**src/rtl/collision_monitor.sv**
```systemverilog
// collision_monitor
// Frame-accumulating collision detector and game-state controller for the
// VGA runner game. Overlap between obstacle and collidable character pixels
// is gathered over a whole video frame and judged at end of frame, so a
// single stray pixel cannot end the game on its own. A loss needs HIT_FRAMES
// overlapping frames in a row. All outputs are registered.

module collision_monitor #(
    parameter int N_OBS      = 8,
    parameter int N_PART     = 6,
    parameter int HIT_FRAMES = 2,
    parameter int FRAME_W    = 16
) (
    input  logic               i_clk,
    input  logic               i_rst_n,
    input  logic               i_pix_stb,
    input  logic               i_frame_end,
    input  logic [N_OBS-1:0]   i_obs,
    input  logic [N_PART-1:0]  i_part,
    input  logic [N_PART-1:0]  i_part_mask,
    input  logic               i_pause,
    input  logic               i_start,
    output logic [1:0]         o_state,
    output logic               o_run,
    output logic               o_lose_pulse,
    output logic [N_OBS-1:0]   o_hit_obs,
    output logic [N_PART-1:0]  o_hit_part,
    output logic [FRAME_W-1:0] o_frames
);

    typedef enum logic [1:0] {
        ST_IDLE  = 2'b00,
        ST_RUN   = 2'b01,
        ST_PAUSE = 2'b10,
        ST_LOST  = 2'b11
    } state_t;

    // hit_cnt is compared in 5 bits so the increment can never wrap
    localparam logic [4:0]         HIT_LIM    = 5'(HIT_FRAMES);
    localparam logic [FRAME_W-1:0] FRAMES_MAX = {FRAME_W{1'b1}};
    localparam logic [FRAME_W-1:0] FRAMES_ONE = {{(FRAME_W-1){1'b0}}, 1'b1};

    state_t              state_q,     state_d;
    logic                run_q,       run_d;
    logic                lose_q,      lose_d;
    logic [N_OBS-1:0]    hit_obs_q,   hit_obs_d;
    logic [N_PART-1:0]   hit_part_q,  hit_part_d;
    logic [FRAME_W-1:0]  frames_q,    frames_d;
    logic [3:0]          hit_cnt_q,   hit_cnt_d;
    logic                frame_hit_q, frame_hit_d;
    logic [N_OBS-1:0]    obs_acc_q,   obs_acc_d;
    logic [N_PART-1:0]   part_acc_q,  part_acc_d;

    logic [N_PART-1:0]   part_live;
    logic                overlap;
    logic                frame_is_hit;
    logic [4:0]          hit_cnt_inc;
    logic [N_OBS-1:0]    obs_now;
    logic [N_PART-1:0]   part_now;

    // Per-pixel overlap and the same-cycle contribution folded into the frame
    always_comb begin
        part_live    = i_part & i_part_mask;
        overlap      = i_pix_stb && (|i_obs) && (|part_live);
        obs_now      = overlap ? i_obs     : '0;
        part_now     = overlap ? part_live : '0;
        frame_is_hit = frame_hit_q | overlap;
        hit_cnt_inc  = {1'b0, hit_cnt_q} + 5'd1;
    end

    // Next-state and next-output logic; everything holds unless changed below
    always_comb begin
        state_d     = state_q;
        lose_d      = 1'b0;
        hit_obs_d   = hit_obs_q;
        hit_part_d  = hit_part_q;
        frames_d    = frames_q;
        hit_cnt_d   = hit_cnt_q;
        frame_hit_d = frame_hit_q;
        obs_acc_d   = obs_acc_q;
        part_acc_d  = part_acc_q;

        case (state_q)
            ST_IDLE, ST_LOST: begin
                if (i_start) begin
                    state_d     = ST_RUN;
                    frames_d    = '0;
                    hit_cnt_d   = '0;
                    frame_hit_d = 1'b0;
                    obs_acc_d   = '0;
                    part_acc_d  = '0;
                    hit_obs_d   = '0;
                    hit_part_d  = '0;
                end
            end

            ST_RUN: begin
                frame_hit_d = frame_hit_q | overlap;
                obs_acc_d   = obs_acc_q   | obs_now;
                part_acc_d  = part_acc_q  | part_now;

                if (i_frame_end) begin
                    hit_cnt_d   = frame_is_hit ? hit_cnt_inc[3:0] : 4'd0;
                    frame_hit_d = 1'b0;
                    obs_acc_d   = '0;
                    part_acc_d  = '0;
                    if (frame_is_hit && (hit_cnt_inc >= HIT_LIM)) begin
                        state_d    = ST_LOST;
                        lose_d     = 1'b1;
                        hit_obs_d  = obs_acc_q  | obs_now;
                        hit_part_d = part_acc_q | part_now;
                    end else begin
                        if (frames_q != FRAMES_MAX) begin
                            frames_d = frames_q + FRAMES_ONE;
                        end
                        if (i_pause) begin
                            state_d = ST_PAUSE;
                        end
                    end
                end else if (i_pause) begin
                    state_d = ST_PAUSE;
                end
            end

            ST_PAUSE: begin
                if (!i_pause) begin
                    state_d = ST_RUN;
                end
            end

            default: begin
                state_d = ST_IDLE;
            end
        endcase

        run_d = (state_d == ST_RUN);
    end

    // State and output registers, cleared asynchronously
    always_ff @(posedge i_clk or negedge i_rst_n) begin
        if (!i_rst_n) begin
            state_q     <= ST_IDLE;
            run_q       <= 1'b0;
            lose_q      <= 1'b0;
            hit_obs_q   <= '0;
            hit_part_q  <= '0;
            frames_q    <= '0;
            hit_cnt_q   <= '0;
            frame_hit_q <= 1'b0;
            obs_acc_q   <= '0;
            part_acc_q  <= '0;
        end else begin
            state_q     <= state_d;
            run_q       <= run_d;
            lose_q      <= lose_d;
            hit_obs_q   <= hit_obs_d;
            hit_part_q  <= hit_part_d;
            frames_q    <= frames_d;
            hit_cnt_q   <= hit_cnt_d;
            frame_hit_q <= frame_hit_d;
            obs_acc_q   <= obs_acc_d;
            part_acc_q  <= part_acc_d;
        end
    end

    assign o_state      = state_q;
    assign o_run        = run_q;
    assign o_lose_pulse = lose_q;
    assign o_hit_obs    = hit_obs_q;
    assign o_hit_part   = hit_part_q;
    assign o_frames     = frames_q;

endmodule
```
**config.mk**
```make
export PLATFORM = sky130hd
export DESIGN_NAME = collision_monitor
export DESIGN_NICKNAME = d
export VERILOG_FILES = /design/src/rtl/collision_monitor.sv
export SDC_FILE = /design/constraint.sdc
export NUM_CORES = 1
export LEC_CHECK = 0
export ABC_CLOCK_PERIOD_IN_PS = 3000
export CORE_ASPECT_RATIO = 1.2
export CORE_MARGIN = 1
export CORE_UTILIZATION = 51
export DETAILED_ROUTE_END_ITERATION = 10
export PLACE_DENSITY = 0.8
export RECOVER_POWER = 100
export SYNTH_ARGS = -nofsm -noshare
export SYNTH_HDL_FRONTEND = slang
export SYNTH_SLANG_ARGS = --single-unit
```
**constraint.sdc**
```tcl
create_clock -name i_clk -period 3 [get_ports i_clk]
set_clock_uncertainty 0.05 [all_clocks]
set_input_delay 0.6 -clock i_clk [delete_from_list [all_inputs] [get_ports i_clk]]
set_output_delay 0.6 -clock i_clk [all_outputs]
set_load 0.01 [all_outputs]
```
==> qor.yml, run 1 <==
drtIter0Drc: 155
grt_max_degree: 23
ios: 60
vdd_ir_drop_max_uv: 430
r2r-end: "hit_cnt_q[2]"
seq_area_frac_synth_pct: 47.6
layout-drive-gt1-share_pct: 5.83
dieWidth_um: 69.5
grt_util_all_layers_pct: 24.1
via_per_inst: 6.00
cp.arrival_ps: 2700
synth_area_leaders: "dfrtp_1 48%, mux2i_1 7.2%, a21oi_1 4.8%"
netlist_area_mm2: 0.00279
worst_pin_slew_ps: 1200
diodes: 0
p_sw_uw: 1370
drv_slew: 0
crit_required_ps: 3140
critPathKind: "primary input to flop"
drtAntennaViolNets: 0
maxCapViolations: 0
ff2ff_path_depth: 7
postSynthCellCount: 297
status: "finished clean"
grt_antenna_before_repair: 0
p_leak_uw: 0.00157
final_util_pct: 67.2
reg2reg_slack_ps: 470
dp_hpwl_um: 4900
die_area_mm2: 0.00577
cp-start-kind: "primary input"
hold_viol: 0
nNetsFinal: 390
cts_buffers: 5
fmaxAchievable_mhz: 391
yosysUniqueCellTypes: 47
max_slew_margin_pct: 19.8
synth_top_area_share_pct: 47.6
firstDrtPassIters: 4
period_share_pct: 85.3
dieHeight_um: 83.0
cts_tree: "yes"
switching_share_pct: 43.1
clkSlewWorstSetupHoldPaths_ps: 110
path_delay_family: "compound AO/OA/AOI/OAI gates"
areaGrowthSynthToFinish_pct: 26.8
yosysTopAreaCell: "dfrtp_1"
rsz0062_at_grt: "no"
setup_viol: 0
crit_chain: "clkdlybuf4s50_1, nor4_1, a21boi_2, a21oi_1, nor3_2, buf_4, mux2i_1"
synth_edf_count: 0
post_cts_buffers: 0
gp_congestion: 0.886
synth_warnings: 0
ys_async_sr_fraction_pct: 100
htree_levels: 2
cts-resized-gates: 0
critPathBufInv: 2
syn_avg_cell_area_um2: 9.39
slowest_stage: "a21oi_1"
endpoint_kind: "flop"
drc: 0
ys_ff_latch: 53
pwr-share-seq_pct: 36.1
cts_hold_buf: 0
grt-ovfl-total: 0
vias: 2531
hold_class: "primary input to async pin"
initial_core_util_pct: 53.0
clock_latency_ps: 310
cts_buffer_depth: 2
cts-root-buf: "clkbuf_8"
r2r-start: "o_state[0]"
core_mm2: 0.00526
wirelength_um: 6590
rows: 29
wl_per_cell_um: 15.6
worstPathMaxFanout: 14
grt_pass1_vias: 2344
intPower_uw: 1810
clkPwrFrac_pct: 13.5
portBuffers: 59
synthesis.nets: 328
clock_sinks: 53
finalSetupTns_ps: 0
cpPeakStageDelay_ps: 520
grt_pass1_wl_um: 11200
power-per-cell-area_mw_per_mm2: 897
combPwrFrac_pct: 50.4
final.min_clock_period_ps: 2560
ys.flop_type: "dfrtp_1"
-- worst max-delay path by stage --
stage,start,endpoint,slack [ps],depth (start not counted)
3_3_place_gp,i_obs[0],o_frames[13],320,7
2_1_floorplan,o_state[0],o_hit_part[2],700,8
3_5_place_dp,i_obs[0],o_frames[6],230,7
4_1_cts,i_obs[0],o_frames[13],570,7
5_1_grt,o_state[0],hit_cnt_q[2],310,7
6_report,i_obs[0],o_hit_part[2],440,7
-- cells by family after synthesis --
| logic type | count (synthesis) | synth area share [%] |
|---|---|---|
| AO/OA/AOI/OAI | 80 | 18.8 |
| flip-flops | 53 | 47.6 |
| multiplexers | 21 | 7.58 |
| AND/OR/NAND/NOR | 110 | 19.6 |
| buffers and inverters | 28 | 4.26 |
| adder cells (fa/ha/maj) | 5 | 2.24 |
-- stage by stage --
step	total power (uW)	setup slack, ps	area [um^2]	std cells	hold slack, ps
after global placement	2790	321	3460	414	427
after floorplan	2150	705	2790	297	254
after detailed placement	2830	232	3460	414	434
final	3170	441	3540	422	309
after global routing	3390	306	3540	422	394
after CTS	3260	574	3560	422	147
-- power groups by stage --
stage / Combinational (uW) / Clock, uW / Sequential (uW)
global route: 1750 / 457 / 1180
global placement: 1630 / 0 / 1160
floorplan: 945 / 0 / 1200
CTS: 1670 / 434 / 1150
detailed placement: 1670 / 0 / 1160
finish: 1600 / 428 / 1140
-- state kept, by name, summed over array words and instances, names as in the netlist --
| register | flops |
|---|---|
| o_frames | 16 |
| o_hit_obs | 8 |
| obs_acc_q | 8 |
| o_hit_part | 6 |
| part_acc_q | 6 |
| hit_cnt_q | 4 |
| o_state | 2 |
| frame_hit_q | 1 |
| o_lose_pulse | 1 |
| o_run | 1 |
-- cell usage after synthesis (2+ instances only) --
cell type,n
mux2i_1,20
clkbuf_1,7
nor3_1,3
buf_2,2
and3_1,3
o2111ai_1,6
o211ai_1,3
ha_1,5
or3_1,6
nand2_1,28
a2bb2oi_1,2
inv_1,15
nand4_1,5
a21o_1,4
nor2_1,28
nand3_1,15
a22oi_1,3
a21oi_1,27
nand2b_1,6
nor2b_1,2
dfrtp_1,53
nor4_1,4
a31oi_1,10
or4_1,2
buf_1,2
o21ai_0,11
o221ai_1,5
-- layout by cell type (no fill, tap or decap), drive strengths merged, types with 2 or more instances in the layout --
cell type / Yosys / final
dfrtp: 53 / 53
dlygate4sd3: 0 / 34
nor2: 28 / 28
nand2: 28 / 28
a21oi: 28 / 28
clkdlybuf4s50: 0 / 24
mux2i: 20 / 20
inv: 15 / 16
nand3: 15 / 15
o21ai: 12 / 12
a31oi: 10 / 10
clkbuf: 7 / 9
nand2b: 6 / 6
or3: 6 / 6
o2111ai: 6 / 6
buf: 6 / 6
nand4: 6 / 6
o221ai: 6 / 6
ha: 5 / 5
nor4: 4 / 4
a21o: 4 / 4
nor3: 4 / 4
a22oi: 3 / 3
and3: 3 / 3
o211ai: 3 / 3
or4: 3 / 3
a2bb2oi: 2 / 2
nor2b: 2 / 2
clkinv: 0 / 2
or2: 2 / 2
-- routing by layer --
layer / track usage (%) / vias to the layer above / part of all wire, %
met5: 0 / - / 0
met4: 9.46 / 0 / 2.0
met3: 4.49 / 11 / 4.9
met2: 40.2 / 87 / 50
met1: 31.1 / 1210 / 43
li1: - / 1223 / -
-- cell type report --
type	instances	area, um^2
Clock buffer	5	68.8
Fill cell	440	1730
Inverter	15	56.3
Sequential cell	53	1330
Multi-Input combinational cell	216	1340
Timing Repair Buffer	68	641
Tap cell	62	77.6
Clock inverter	3	26.3
No activity file was read; power rests on OpenSTA's default activity.
==> run 2, diff against run 1 <==
ABC_CLOCK_PERIOD_IN_PS = default   (was 3000)
==> results of run 2 <==
The final DEF is identical to that of run 1; final timing and power are the same.
